`src/rtl/base_vmem_alloc.sv`:
```
// Entry allocator in front of a valid-bit memory: round-robin alloc grants, release forwarding,
// and a full-table flush sweep, tracked against a local shadow of the valid bits.
module base_vmem_alloc #(
  parameter int a_width   = 2,
  parameter int depth     = 1 << a_width,
  parameter int req_ports = 2,
  parameter int rel_ports = 1
) (
  input  logic                             clk,
  input  logic                             reset,
  input  logic [req_ports-1:0]             i_req_v,
  output logic [req_ports-1:0]             o_req_gnt,
  output logic [a_width-1:0]               o_req_a,
  output logic                             o_set_v,
  output logic [a_width-1:0]               o_set_a,
  input  logic [rel_ports-1:0]             i_rel_v,
  input  logic [rel_ports*a_width-1:0]     i_rel_a,
  output logic [rel_ports:0]               o_rst_v,
  output logic [(rel_ports+1)*a_width-1:0] o_rst_a,
  input  logic                             i_flush,
  output logic                             o_flush_busy,
  output logic [a_width:0]                 o_count,
  output logic                             o_full,
  output logic                             o_empty
);

  localparam int rr_w = (req_ports > 1) ? $clog2(req_ports) : 1;

  typedef enum logic [1:0] {IDLE, FLUSH, DRAIN} state_t;

  state_t               state, state_nxt;
  logic [depth-1:0]     shadow, shadow_nxt, set_mask, clr_mask;
  logic [a_width-1:0]   sweep, sweep_nxt;
  logic                 drain_cnt, drain_nxt;
  logic [rr_w-1:0]      rr, cand, win;
  logic                 win_v;
  logic [a_width-1:0]   free_a;
  logic                 free_v;
  logic                 grant_go;
  logic [req_ports-1:0] gnt_nxt;
  logic [a_width:0]     cnt_nxt;

  // Round-robin: scan starting one past the last winner, wrapping.
  always_comb begin
    cand  = rr;
    win   = '0;
    win_v = 1'b0;
    for (int unsigned i = 0; i < req_ports; i++) begin
      cand = (cand == rr_w'(req_ports - 1)) ? '0 : cand + 1'b1;
      if (!win_v && i_req_v[cand]) begin
        win   = cand;
        win_v = 1'b1;
      end
    end
  end

  always_comb begin
    free_a = '0;
    free_v = 1'b0;
    for (int unsigned i = 0; i < depth; i++) begin
      if (!free_v && !shadow[i]) begin
        free_a = a_width'(i);
        free_v = 1'b1;
      end
    end
  end

  assign grant_go = (state == IDLE) && !i_flush && win_v && free_v;

  always_comb begin
    gnt_nxt = '0;
    if (grant_go) gnt_nxt[win] = 1'b1;
  end

  // Free search uses the pre-release shadow, so a set index is never also cleared this cycle.
  always_comb begin
    set_mask = '0;
    clr_mask = '0;
    if (grant_go) set_mask[free_a] = 1'b1;
    for (int unsigned k = 0; k < rel_ports; k++) begin
      if (i_rel_v[k]) clr_mask[i_rel_a[k*a_width +: a_width]] = 1'b1;
    end
    if (state == FLUSH) clr_mask[sweep] = 1'b1;
    shadow_nxt = (shadow & ~clr_mask) | set_mask;
    cnt_nxt = '0;
    for (int unsigned i = 0; i < depth; i++) begin
      cnt_nxt = cnt_nxt + (a_width+1)'(shadow_nxt[i]);
    end
  end

  always_comb begin
    state_nxt = state;
    sweep_nxt = sweep;
    drain_nxt = drain_cnt;
    case (state)
      IDLE: begin
        if (i_flush) begin
          state_nxt = FLUSH;
          sweep_nxt = '0;
        end
      end
      FLUSH: begin
        sweep_nxt = sweep + 1'b1;
        if (sweep == a_width'(depth - 1)) begin
          state_nxt = DRAIN;
          drain_nxt = 1'b0;
        end
      end
      DRAIN: begin
        if (drain_cnt) state_nxt = IDLE;
        else           drain_nxt = 1'b1;
      end
      default: state_nxt = IDLE;
    endcase
  end

  always_ff @(posedge clk or negedge reset) begin
    if (!reset) begin
      state     <= IDLE;
      sweep     <= '0;
      drain_cnt <= 1'b0;
      shadow    <= '0;
      rr        <= rr_w'(req_ports - 1);
      o_req_gnt <= '0;
      o_req_a   <= '0;
      o_set_v   <= 1'b0;
      o_set_a   <= '0;
      o_rst_v   <= '0;
      o_rst_a   <= '0;
      o_count   <= '0;
    end else begin
      state     <= state_nxt;
      sweep     <= sweep_nxt;
      drain_cnt <= drain_nxt;
      shadow    <= shadow_nxt;
      if (grant_go) rr <= win;
      o_req_gnt <= gnt_nxt;
      o_req_a   <= grant_go ? free_a : '0;
      o_set_v   <= grant_go;
      o_set_a   <= grant_go ? free_a : '0;
      o_rst_v   <= {state == FLUSH, i_rel_v};
      o_rst_a   <= {sweep, i_rel_a};
      o_count   <= cnt_nxt;
    end
  end

  assign o_flush_busy = (state != IDLE);
  assign o_full       = (o_count == (a_width+1)'(depth));
  assign o_empty      = (o_count == '0);

endmodule
```
`config.mk`:
```
export PLATFORM = sky130hd
export DESIGN_NAME = base_vmem_alloc
export DESIGN_NICKNAME = d
export VERILOG_FILES = /design/src/rtl/base_vmem_alloc.sv
export SDC_FILE = /design/constraint.sdc
export NUM_CORES = 1
export LEC_CHECK = 0
export ABC_AREA = 1
export CORE_MARGIN = 5
export CORE_UTILIZATION = 46
export DETAILED_ROUTE_END_ITERATION = 8
export PLACE_DENSITY_LB_ADDON = 0.1
export SETUP_SLACK_MARGIN = 0.02
export SYNTH_ARGS = -nofsm -noshare
export SYNTH_HDL_FRONTEND = slang
export SYNTH_SLANG_ARGS = --single-unit
```
`constraint.sdc`:
```
create_clock -name clk -period 6 [get_ports clk]
set_input_delay 1.2 -clock clk [delete_from_list [all_inputs] [get_ports clk]]
set_output_delay 1.2 -clock clk [all_outputs]
set_load 0.005 [all_outputs]
```
==> metrics.md <==
| Metric | Value |
|---|---|
| Share of the synthesized area in the top cell type | 53.8% |
| Maximum clock frequency | 342 MHz |
| Path depth of the worst reg2reg path | 8 |
| Via density | 4.97 |
| Distinct cell type count of the synthesized netlist | 22 |
| Total overflow reported by the global router | 0 |
| Mapped Area | 1070 sq um |
| Number of antenna-violating nets in the routed design | 0 |
| Share of the clock period used by the worst path after layout | 48.7% |
| Cell chain of the critical path | clkdlybuf4s50_1, nor2_1, nor2_8, nand3_1, nand2_1, fa_1, ha_1, ha_1 |
| CTS tree | yes |
| Number of buffers added on ports | 26 |
| Slew @ Worst Pin | 1010 ps |
| Num CTS Buffers | 3 |
| # H-tree levels | 1 |
| N_diodes | 0 |
| Antenna violations before repair | 0 |
| Capturing element type of the critical path | flip-flop |
| Total area of sequential cells | roughly 600 sq um |
| Most common cell after layout, fill and taps aside | clkdlybuf4s50_1 |
| Peak ir drop on the vdd network | 261 uV |
| Total number of placement rows | 17 |
| Synthesis-to-layout area growth | 28.7% |
| Data required time at the worst endpoint | 6200 ps |
| Cell count after synthesis | a little over 100 |
| Overall track demand over capacity in global routing | around 14% |
| Critical path class | primary input to flip-flop |
| Worst setup SP type | primary input |
| Combined area of the multi-input logic cells | 404 sq um |
| Outcome | completed |
| Dominant combinational cell family by area after synthesis | simple AND/OR/NAND/NOR gates |
| Latest clock arrival within the worst-skew pair | 310 ps |
| Number of buffers and inverters on the critical path | 1 |
| Parity-gate share of the synthesized area counting xor and xnor cells | 0% |
| GPL Wtd Cong | 0.957 |
| First DRT Iteration DRCs | 22 |
| Post-synthesis register bit count | 24 |
| Clock transition at the registers of the reported paths | 120 ps |
| Net count, final | between 100 and 150 |
| Final hold viol count | 0 |
| Slew Limit Headroom | ~33% |
| Hold/Removal Path Class | flip-flop to flip-flop |
| Sequential element share of the synthesized area | 56.3% |
| Post-synthesis average cell area | ~10 sq um |
| Most Frequent Cell on Critical Path | ha_1 |
| Pre-Repair DR Iteration Count | 4 |
| Crit path max fanout | 5 |
| Post-Route Setup TNS | 0 ps |
| Filler Cells Inserted | roughly 190 |
| Largest net degree at the start of global routing | 25 |
| Data arrival time at the worst-slack endpoint | between 3000 and 4000 ps |
| Leakage | 0.684 nW |
| Core region area | approximately 2200 sq um |
| Post-placement cell area | around 1400 sq um |
| RSZ-0062 raised after global routing | no |
| Vias | between 700 and 800 |
| Logic depth of the worst path, buffers included | 8 |
| Proportion of synthesized area in mux cells | 0% |
| CTS max path bufs | 2 |
| Remaining design rule violation count | 0 |
| Die Footprint | 3390 sq um |
| Most frequent cells in the layout | clkdlybuf4s50_1 (26), dfrtp_1 (23), nand2_1 (21) |
| Mapped Nets | 117 |
| Number of primary I/O pins | 27 |
| Power Dens Cells | 394 nW/um^2 |
| Fraction of the mapped netlist area in compound gates | 2.92% |
| Worst hold path cell count | 1 |
| Setup violation total in the final timing report | 0 |
| Ratio of cells with drive above 1 in the final layout | 13.1% |
| Root buf cell | clkbuf_4 |
| Simple-Gate Fraction of Synth Area | 26.0% |
| Finished layout cell area | approximately 1400 sq um |
| Detailed-placement wirelength estimate | 1570 um |
| Num Clock Sinks | 24 |
| Number of cells upsized or downsized after cts | 0 |
| Mean routed wirelength per cell | 12.3 um |
| Post-cts hold buffer count | 0 |
| Pins Over Slew Limit | 0 |
| Category of cells accounting for the largest share of critical-path delay | adder cells |
| Overall Power | ~0.00054 W |
| WL final | 1940 um |
| Total of warnings raised by yosys | 0 |
| Top cells by area in the synthesized netlist | dfrtp_1 (54%), nand2_1 (7.4%), ha_1 (7.0%) |
| Initial core utilization | 48.4% |
| Overall die height | 58.2 um |
| Final period demand of the worst path | around 3000 ps |
| Crit-path slowest cell | fa_1 |
| Post-Route Skew | 4.30 ps |
| Maxcap violations | 0 |
| Setup repair bufs after CTS | 0 |
| First-pass GRT wire length | roughly 3500 um |
| Adder-Cell Fraction of Synth Area | 8.89% |
| Width of the die | 58.2 um |
| Number of global-route vias before repair | 812 |
| Delay of the slowest cell on the worst path | 480 ps |
| Library cell with the largest summed area after synthesis | dfrtp_1 |
==> cells in the mapped netlist <==
| cell | instances |
|---|---|
| nor3b_1 | 1 |
| dfrtp_1 | 23 |
| nor2_1 | 4 |
| inv_2 | 1 |
| buf_4 | 2 |
| fa_1 | 1 |
| ha_1 | 6 |
| a21oi_2 | 1 |
| inv_1 | 12 |
| nand3_1 | 12 |
| nor2_4 | 2 |
| nand2_1 | 21 |
| o21ai_0 | 2 |
| a21boi_0 | 1 |
| nand3_2 | 1 |
| nand2_2 | 2 |
| nor2_2 | 3 |
| nand2_4 | 2 |
| nor2_8 | 1 |
| nor3_1 | 2 |
| dfstp_2 | 1 |
| a21oi_1 | 1 |
==> layer usage <==
layer / track usage [%] / vias to the layer above / wire, um
li1: - / 374 / -
met2: 24.4 / 28 / 1000
met5: 0 / - / 0
met1: 16.0 / 376 / 776
met4: 4.97 / 0 / 44
met3: 4.01 / 8 / 119
==> state kept, by name, indices dropped and copies added (netlist names) <==
| signal | flops |
|---|---|
| o_req_gnt | 2 |
| rr | 1 |
| shadow | 4 |
| o_count | 3 |
| o_set_v | 1 |
| sweep | 2 |
| o_rst_v | 2 |
| o_set_a | 2 |
| o_rst_a | 4 |
| state | 2 |
| drain_cnt | 1 |
==> stage by stage <==
| step | setup WS, ps | hold slack, ps | instances | utilization [%] |
|---|---|---|---|---|
| final | 3080 | 471 | 158 | 62.2 |
| after global routing | 2990 | 504 | 158 | 62.2 |
| after CTS | 3070 | 475 | 158 | 62.2 |
| after detailed placement | 2750 | 446 | 154 | 61.0 |
| after global placement | 2800 | 445 | 154 | 61.0 |
| after floorplan | 3260 | 420 | 102 | - |
==> worst register-to-register path, cell delays in order, from the launching register on <==
cell and delay, ps:
dfrtp_1 450, nor2_4 180, nand2_4 90, nor2_8 130, nand3_1 110, nand2_1 130, fa_1 420, ha_1 190
ha_1 260
==> power by group <==
part | switching, W | internal [W]
Combinational | 0.000111 | 0.000110
Clock | 0.0000434 | 0.0000260
Sequential | 0.0000396 | 0.000213
==> final timing paths <==
kind,startpoint,end,slack [ps]
max,i_req_v[1],o_count[1],3080
min,drain_cnt,state[1],470
max reg2reg,state[0],o_count[1],3920
min reg2reg,drain_cnt,state[1],470
max in group asynchronous,reset,o_count[2],3960
min in group asynchronous,reset,sweep[0],1430
==> area by class of cell <==
type / instances / share of cell area, %
repair buffers: 26 / 18.9
multi-input cells: 63 / 29.4
flip-flops and latches: 24 / 43.7
well taps: 28 / 2.55
clock buffers: 4 / 1.91
inverters: 13 / 3.55
==> cell families (layout without fill, tap and decap cells) <==
logic type | count (synthesis) | count (layout)
AO/OA/AOI/OAI | 5 | 5
adder cells (fa/ha/maj) | 7 | 7
flip-flops | 24 | 24
AND/OR/NAND/NOR | 51 | 51
buffers and inverters | 15 | 43
(Power assumes the default switching activity.)
